===== config.mk =====
export PLATFORM = sky130hd
export DESIGN_NAME = mem_arbiter
export DESIGN_NICKNAME = d
export VERILOG_FILES = /design/src/rtl/mem_arbiter.sv
export SDC_FILE = /design/constraint.sdc
export NUM_CORES = 1
export LEC_CHECK = 0
export CAP_MARGIN = 10
export CORE_ASPECT_RATIO = 2
export CORE_UTILIZATION = 52
export DETAILED_ROUTE_END_ITERATION = 7
export PLACE_DENSITY = 0.86
export SKIP_LAST_GASP = 1
export SYNTH_ARGS = -nofsm -noshare
export SYNTH_HDL_FRONTEND = slang
export SYNTH_SLANG_ARGS = --single-unit

===== constraint.sdc =====
create_clock -name clk -period 11.35 [get_ports clk]
set_clock_uncertainty 0.2 [all_clocks]
set_input_delay 2.8375 -clock clk [delete_from_list [all_inputs] [get_ports clk]]
set_output_delay 2.8375 -clock clk [all_outputs]
set_load 0.05 [all_outputs]

===== src/rtl/mem_arbiter.sv =====
// mem_arbiter: shares the single byte-wide RAM port between the instruction
// fetcher (4-byte reads), the load/store buffer (1/2/4-byte loads, optionally
// sign-extended) and ROB commit (1/2/4-byte stores).
// Multi-byte accesses are split into little-endian byte transactions.
// Priority is rob > slb > fetch. Each done output is a one-cycle pulse.
//
// Ports:
//   clk, rst (async, active-low), rdy (global freeze), in_misbranch (flush)
//   in_fetch_*   / out_fetch_*  : fetch request/address, done pulse + word
//   in_slb_*     / out_slb_*    : load request/address/size/signed, done + data
//   in_rob_*     / out_rob_done : store request/address/size/data, done pulse
//   in_ram_din, out_ram_addr, out_ram_dout, out_ram_wr : RAM byte port
//   in_io_buffer_full : stalls stores whose byte address is >= IO_BASE
module mem_arbiter #(
  parameter int unsigned ADDR_W  = 32,
  parameter logic [31:0] IO_BASE = 32'h30000
) (
  input  logic              clk,
  input  logic              rst,
  input  logic              rdy,
  input  logic              in_misbranch,
  input  logic              in_fetch_req,
  input  logic [ADDR_W-1:0] in_fetch_addr,
  output logic              out_fetch_done,
  output logic [31:0]       out_fetch_data,
  input  logic              in_slb_req,
  input  logic [ADDR_W-1:0] in_slb_addr,
  input  logic [2:0]        in_slb_size,
  input  logic              in_slb_signed,
  output logic              out_slb_done,
  output logic [31:0]       out_slb_data,
  input  logic              in_rob_req,
  input  logic [ADDR_W-1:0] in_rob_addr,
  input  logic [2:0]        in_rob_size,
  input  logic [31:0]       in_rob_data,
  output logic              out_rob_done,
  input  logic [7:0]        in_ram_din,
  input  logic              in_io_buffer_full,
  output logic [ADDR_W-1:0] out_ram_addr,
  output logic [7:0]        out_ram_dout,
  output logic              out_ram_wr
);

  typedef enum logic [1:0] {IDLE, READ, WRITE} state_t;

  state_t            state_q, state_d;
  logic [2:0]        cnt_q, cnt_d;
  logic [2:0]        len_q, len_d;
  logic [ADDR_W-1:0] base_q, base_d;
  logic              sgn_q, sgn_d;
  logic              own_slb_q, own_slb_d;
  logic [31:0]       wdata_q, wdata_d;
  logic [31:0]       rdata_q, rdata_d;
  logic [ADDR_W-1:0] ram_addr_q, ram_addr_d;
  logic [7:0]        ram_dout_q, ram_dout_d;
  logic              ram_wr_q, ram_wr_d;
  logic              fetch_done_q, fetch_done_d;
  logic [31:0]       fetch_data_q, fetch_data_d;
  logic              slb_done_q, slb_done_d;
  logic [31:0]       slb_data_q, slb_data_d;
  logic              rob_done_q, rob_done_d;

  logic [31:0]       rd_merged;
  logic [ADDR_W-1:0] wr_addr;

  function automatic logic [2:0] norm_len(input logic [2:0] s);
    case (s)
      3'd1:    return 3'd1;
      3'd2:    return 3'd2;
      default: return 3'd4;
    endcase
  endfunction

  function automatic logic [7:0] byte_sel(input logic [31:0] w, input logic [2:0] i);
    case (i[1:0])
      2'd0:    return w[7:0];
      2'd1:    return w[15:8];
      2'd2:    return w[23:16];
      default: return w[31:24];
    endcase
  endfunction

  function automatic logic [31:0] extend(input logic [31:0] w, input logic [2:0] len,
                                         input logic sgn);
    case (len)
      3'd1:    return {{24{sgn & w[7]}}, w[7:0]};
      3'd2:    return {{16{sgn & w[15]}}, w[15:0]};
      default: return w;
    endcase
  endfunction

  function automatic logic is_io(input logic [ADDR_W-1:0] a);
    return a >= ADDR_W'(IO_BASE);
  endfunction

  always_comb begin
    state_d      = state_q;
    cnt_d        = cnt_q;
    len_d        = len_q;
    base_d       = base_q;
    sgn_d        = sgn_q;
    own_slb_d    = own_slb_q;
    wdata_d      = wdata_q;
    rdata_d      = rdata_q;
    ram_addr_d   = ram_addr_q;
    ram_dout_d   = ram_dout_q;
    ram_wr_d     = 1'b0;
    fetch_done_d = 1'b0;
    fetch_data_d = fetch_data_q;
    slb_done_d   = 1'b0;
    slb_data_d   = slb_data_q;
    rob_done_d   = 1'b0;

    // The byte arriving this cycle belongs to the address issued one cycle
    // earlier, i.e. byte index cnt_q-1.
    rd_merged = rdata_q;
    case (cnt_q)
      3'd1:    rd_merged[7:0]   = in_ram_din;
      3'd2:    rd_merged[15:8]  = in_ram_din;
      3'd3:    rd_merged[23:16] = in_ram_din;
      3'd4:    rd_merged[31:24] = in_ram_din;
      default: ;
    endcase
    wr_addr = base_q + ADDR_W'(cnt_q);

    case (state_q)
      IDLE: begin
        // A done pulse on the output blocks any grant, so a request that is
        // still high in its own done cycle is not served a second time.
        if (!(fetch_done_q || slb_done_q || rob_done_q)) begin
          if (in_rob_req) begin
            state_d = WRITE;
            base_d  = in_rob_addr;
            len_d   = norm_len(in_rob_size);
            wdata_d = in_rob_data;
            if (is_io(in_rob_addr) && in_io_buffer_full) begin
              cnt_d = 3'd0;
            end else begin
              ram_addr_d = in_rob_addr;
              ram_dout_d = in_rob_data[7:0];
              ram_wr_d   = 1'b1;
              cnt_d      = 3'd1;
            end
          end else if (!in_misbranch && (in_slb_req || in_fetch_req)) begin
            state_d = READ;
            cnt_d   = 3'd0;
            rdata_d = 32'd0;
            if (in_slb_req) begin
              base_d     = in_slb_addr;
              len_d      = norm_len(in_slb_size);
              sgn_d      = in_slb_signed;
              own_slb_d  = 1'b1;
              ram_addr_d = in_slb_addr;
            end else begin
              base_d     = in_fetch_addr;
              len_d      = 3'd4;
              sgn_d      = 1'b0;
              own_slb_d  = 1'b0;
              ram_addr_d = in_fetch_addr;
            end
          end
        end
      end

      READ: begin
        if (in_misbranch) begin
          state_d = IDLE;
          cnt_d   = 3'd0;
        end else begin
          rdata_d = rd_merged;
          if (cnt_q == len_q) begin
            state_d = IDLE;
            cnt_d   = 3'd0;
            if (own_slb_q) begin
              slb_done_d = 1'b1;
              slb_data_d = extend(rd_merged, len_q, sgn_q);
            end else begin
              fetch_done_d = 1'b1;
              fetch_data_d = rd_merged;
            end
          end else begin
            cnt_d = cnt_q + 3'd1;
            if ((cnt_q + 3'd1) < len_q) begin
              ram_addr_d = base_q + ADDR_W'(cnt_q + 3'd1);
            end
          end
        end
      end

      WRITE: begin
        if (cnt_q == len_q) begin
          rob_done_d = 1'b1;
          state_d    = IDLE;
          cnt_d      = 3'd0;
        end else if (!(is_io(wr_addr) && in_io_buffer_full)) begin
          ram_addr_d = wr_addr;
          ram_dout_d = byte_sel(wdata_q, cnt_q);
          ram_wr_d   = 1'b1;
          cnt_d      = cnt_q + 3'd1;
        end
      end

      default: state_d = IDLE;
    endcase
  end

  always_ff @(posedge clk or negedge rst) begin
    if (!rst) begin
      state_q      <= IDLE;
      cnt_q        <= 3'd0;
      len_q        <= 3'd0;
      base_q       <= '0;
      sgn_q        <= 1'b0;
      own_slb_q    <= 1'b0;
      wdata_q      <= 32'd0;
      rdata_q      <= 32'd0;
      ram_addr_q   <= '0;
      ram_dout_q   <= 8'd0;
      ram_wr_q     <= 1'b0;
      fetch_done_q <= 1'b0;
      fetch_data_q <= 32'd0;
      slb_done_q   <= 1'b0;
      slb_data_q   <= 32'd0;
      rob_done_q   <= 1'b0;
    end else if (rdy) begin
      state_q      <= state_d;
      cnt_q        <= cnt_d;
      len_q        <= len_d;
      base_q       <= base_d;
      sgn_q        <= sgn_d;
      own_slb_q    <= own_slb_d;
      wdata_q      <= wdata_d;
      rdata_q      <= rdata_d;
      ram_addr_q   <= ram_addr_d;
      ram_dout_q   <= ram_dout_d;
      ram_wr_q     <= ram_wr_d;
      fetch_done_q <= fetch_done_d;
      fetch_data_q <= fetch_data_d;
      slb_done_q   <= slb_done_d;
      slb_data_q   <= slb_data_d;
      rob_done_q   <= rob_done_d;
    end
  end

  assign out_fetch_done = fetch_done_q;
  assign out_fetch_data = fetch_data_q;
  assign out_slb_done   = slb_done_q;
  assign out_slb_data   = slb_data_q;
  assign out_rob_done   = rob_done_q;
  assign out_ram_addr   = ram_addr_q;
  assign out_ram_dout   = ram_dout_q;
  assign out_ram_wr     = ram_wr_q;

endmodule


Yosys cells after proc, flatten, opt, wreduce, memory -nomap -nowiden
Cells that the tools add are included.
{ "word_totals": {"register_bits": 214, "word_cells": 147} }
{ "op_classes": {"n_addsub": 4, "order_cmp": 3, "n_eq_ne": 28, "muxes": 67, "n_bitwise": 6, "reduce_logical": 23} }
{ "ops": {"columns": ["cell", "n"], "rows": [
  ["$mux W32", 15],
  ["$pmux W32 S2", 2],
  ["$pmux W32 S3", 1],
  ["$mux W8", 9],
  ["$ge A32 B18 Y1 const B", 2],
  ["$add A32 B3 Y32", 1],
  ["$add A32 B4 Y32", 1],
  ["$mux W3", 10],
  ["$pmux W8 S3", 1],
  ["$ne A2 B2 Y1 const B", 10],
  ["$reduce_and A5 Y1", 4],
  ["$mux W1", 18],
  ["$pmux W8 S2", 1],
  ["$eq A3 B2 Y1 const B", 5],
  ["$eq A3 B1 Y1 const B", 4],
  ["$pmux W3 S2", 2],
  ["$mux W2", 5],
  ["$reduce_and A10 Y1", 1],
  ["$ne A3 B3 Y1 const B", 3],
  ["$pmux W3 S3", 1],
  ["$reduce_and A4 Y1", 2],
  ["$reduce_and A7 Y1", 1],
  ["$pmux W2 S3", 1],
  ["$reduce_and A6 Y1", 1],
  ["other kinds (17)", 30]
]} }

Longest topological paths before layout
{ "depth": {"word_depth": 6, "mapped_depth": 14, "depth_no_buf": 11} }

Worst setup path after synthesis
Ideal clock, no wire load.
{ "synth_timing": {"kind": "in2reg", "from": "in rdy", "to": "reg ram_dout_q[0], in the netlist out_ram_dout[0]", "arrival_time_ns": 4.672, "slack_ns": 6.374, "cell_stages": 9, "path_cell_list": "clkbuf_1 -> and3_1 -> nand2_1 -> or2_2 -> o21a_1 -> buf_1 -> a21oi_1 -> o22ai_1 -> a221oi_1"} }
{ "synth_via": {"elab_chain_len": 1} }
{ "synth_lines": {"columns": ["item", "line", "rtl"], "rows": [
  ["from (decl)", "20", "input logic rdy,"],
  ["$reduce_and A7 Y1 (no line)", null, null],
  ["to (signal assigned)", "235", "ram_dout_q <= ram_dout_d;"],
  ["to (decl)", "55", "logic [7:0] ram_dout_q, ram_dout_d;"]
]} }
Every way passes these cells.
A chain may end at the register's enable or synchronous reset.

Worst setup path in the final report
{ "layout_timing": {"from": "in in_rob_addr[30]", "to": "reg ram_dout_q[0], in the netlist out_ram_dout[0]"} }
{ "layout_via": {"elab_chain_len": 4} }
{ "layout_lines": {"columns": ["item", "line", "rtl"], "rows": [
  ["from (decl)", "33", "input logic [ADDR_W-1:0] in_rob_addr,"],
  ["$ge A32 B18 Y1", "93", "return a >= ADDR_W'(IO_BASE);"],
  ["$logic_and A1 B1 Y1", "136", "if (is_io(in_rob_addr) && in_io_buffer_full) begin"],
  ["$ne A2 B2 Y1 (no line)", null, null],
  ["$reduce_and A7 Y1 (no line)", null, null]
]} }
Every way passes these cells.

==> results_dict.tcl <==
set metrics [dict create \
    layoutNonFillerInstCount 1773 \
    wire_per_inst_um 21.4 \
    final_antenna_net_count 0 \
    route.detailed.drc 0 \
    final.period_utilization 0.504 \
    status "complete, no violations" \
    via_per_inst 6.24 \
    dr.pass1.iters 5 \
    synth_area_um2 12100 \
    grt_antenna_before_repair 0 \
    endpoint_kind "flip-flop" \
    worstSetupStartpointType "input port" \
    rr_worst_depth 12 \
    tritoncts "done" \
    syn2layout_area_growth_pct 28.3 \
    final_area_um2 15500 \
    drive_above_1_share 0.106 \
    port_buffers 258 \
    ir_drop_mv 0.205 \
    path_cells "clkdlybuf4s50_1, nor4_1, a41oi_1, or2_2, o21a_1, a21oi_1, o22ai_1, a221oi_1" \
    crit_required_ns 11.57 \
    setup_tns_ns 0 \
    hold_path_depth 2 \
    insertion_delay_ns 0.52 \
    routabilityCongestion 0.907 \
    h-tree-depth 1 \
    ios 259 \
    clk_path_buf_depth 3 \
    hpwl_um 27200 \
    initial_core_util 0.530 \
    crit_arrival_ns 5.93 \
    grt_util_all_layers 0.326 \
    power_per_cell_area_nw_per_um2 277 \
    grt-ovfl-total 0 \
    drtIter0Drc 742 \
    p_leak_nw 6.51 \
    synth_async_sr_flop_share 1.00 \
    rsz0062_at_grt "no" \
    fmax_mhz 175 \
    die_h_um 217 \
    critPathMaxFanout 9 \
    r2r-start "cnt_q[0]$_DFFE_PN0P_" \
    synth-edff-count 0 \
    cts.sinks 214 \
    cts-root-buf "clkbuf_16" \
    ys.flop_type "dfrtp_1" \
    grt_max_degree 101 \
    diodes 0 \
    placed_cell_area_um2 14700 \
    core_um2 22700 \
    synthCells 1283 \
    ys_top_cells_by_area "dfrtp_1 44%, mux2_2 6.3%, nand2_1 4.9%" \
    die_width_um 110 \
    avgSynthCellArea_um2 9.40 \
    totalWireLength_um 37900 \
    cts.clk_slew.worst_paths_ns 0.07 \
    crit_path_top_delay_cell "nor4_1" \
    slowest_delay_ns 0.61 \
    dr_total_vias 11100 \
    hold_viol 0 \
    hp-start "rdata_q[12]$_DFFE_PN0P_" \
    fin_crit_ns 5.72 \
    synth_nets 1452 \
    dieArea_um2 23800 \
    maxCapViolations 0 \
    hold_buffers 0 \
    relSlewSlack 0.225 \
    synth-seq-cells 214 \
    post-cts-setup-buffers 0 \
    yosysUniqueCellTypes 74 \
    num_rows 78 \
    yosysWarnings 0 \
    r2r-end "out_ram_addr[20]$_DFFE_PN0P_" \
    final_nets 1649 \
    tightest_slew_ns 1.16 \
    worstSetupStartpoint "in_rob_addr[30]" \
    numCtsBuffers 19 \
    crit_type "input port to flip-flop" \
    seq_area_frac_synth 0.444 \
    grt_pass1_wl_um 59600 \
    hold_class "flip-flop to flip-flop" \
    yosys.area.top_type "dfrtp_1" \
    final-max-slew-violation-count 0 \
    cts_resized 0 \
    dp.cells 1737 \
    setup_viol 0 \
    synth.top_cell.area_share 0.444 \
    hold_end "rdata_q[12]$_DFFE_PN0P_" \
    r2r_slack_ns 6.67 \
    grt_pass1_vias 11300 \
]
-- cell usage in the layout, fill, tap and decap left out, drive strengths merged, types with 6 or more instances in the layout --
master and instances:
clkdlybuf4s50 255, dfrtp 214, nand2 156, nor2 116, o21ai 106, a21oi 97
mux2 92, mux2i 55, inv 37, clkbuf 23, xnor2 22, nand3 20
nand4 20, buf 20, ha 16, nor3 15, o31ai 15, a31oi 15
o211ai 14, o22ai 14, o21a 13, a211oi 13, a221oi 12, a22oi 11
and4 8, a222oi 8, nor2b 7, xor2 7, or4 6
-- Yosys cell counts, drive strengths merged, types with 4 or more instances --
cell type	instances
a22o	5
nor4	5
a221oi	12
o21ai	106
o31ai	15
a21oi	97
nor2b	7
a211oi	13
ha	16
o211ai	14
mux2i	55
clkbuf	74
o21a	13
a31oi	15
xnor2	22
buf	26
o2111ai	5
nor2	116
and2	4
nor3	15
dfrtp	214
nand2	156
o22ai	14
nand3	20
inv	36
xor2	7
mux2	92
or4	6
a21o	5
and4	8
nand4	20
a222oi	8
a22oi	11
-- cell type report --
cell class	instances	area [µm²]
Clock inverter	12	196
Sequential cell	214	5360
Tap cell	280	350
Clock buffer	22	507
Timing Repair Buffer	276	2730
Multi-Input combinational cell	931	6190
Inverter	38	143
Fill cell	1691	7270
-- worst max-delay path, delay by kind of cell --
family                 cells  cell delay, ns
AOI/OAI and AO/OA          5            1.62
and+or+nand+nor            2            1.00
buffers and inverters      1            0.47
-- through the flow --
step / utilization / power [mW] / setup WS, ns / hold slack, ns
floorplan: - / 2.81 / 6.37 / 0.244
global placement: 0.648 / 3.44 / 5.47 / 0.257
detailed placement: 0.648 / 3.52 / 5.32 / 0.266
CTS: 0.679 / 4.27 / 5.77 / 0.281
global route: 0.680 / 4.50 / 5.49 / 0.314
finish: 0.680 / 4.29 / 5.63 / 0.281
-- kinds of logic (layout without fill, tap and decap cells) --
| group | after synthesis | count (layout) | share of synthesized area |
|---|---|---|---|
| simple gates | 376 | 376 | 0.141 |
| fa+ha+maj | 18 | 18 | 0.0199 |
| xor+xnor | 29 | 29 | 0.0211 |
| compound gates | 361 | 361 | 0.189 |
| mux | 147 | 147 | 0.139 |
| flops | 214 | 214 | 0.444 |
| buf+inv | 138 | 348 | 0.0460 |
-- layer usage --
layer	part of all wire	track usage
met2	0.51	0.568
met3	0.067	0.0596
met5	0	0
met1	0.34	0.344
met4	0.076	0.236
-- report_power, final --
| group | switching [mW] | leakage [nW] | internal, mW | total (mW) |
|---|---|---|---|---|
| logic | 1.37 | 3.39 | 0.836 | 2.21 |
| clock network | 0.303 | 0.337 | 0.437 | 0.740 |
| registers | 0.293 | 2.79 | 1.05 | 1.34 |
| total | 1.97 | 6.51 | 2.32 | 4.29 |
-- state kept, by name (all words and copies together), names as in the netlist --
signal and cells:
base_q 32, cnt_q 3, len_q 3, out_fetch_data 32, out_fetch_done 1, out_ram_addr 32
out_ram_dout 8, out_ram_wr 1, out_rob_done 1, out_slb_data 32, out_slb_done 1, own_slb_q 1
rdata_q 32, sgn_q 1, state_q 2, wdata_q 32
-- worst max-delay path by stage --
stage                                  end  slack, ns
6_report       out_ram_dout[0]$_DFFE_PN0P_       5.63
5_1_grt        out_ram_dout[2]$_DFFE_PN0P_       5.49
4_1_cts        out_ram_dout[0]$_DFFE_PN0P_       5.77
3_5_place_dp   out_ram_dout[0]$_DFFE_PN0P_       5.32
3_3_place_gp   out_ram_dout[7]$_DFFE_PN0P_       5.47
2_1_floorplan  out_ram_dout[0]$_DFFE_PN0P_       6.37
Note: power is estimated with default switching activity, not from simulation.
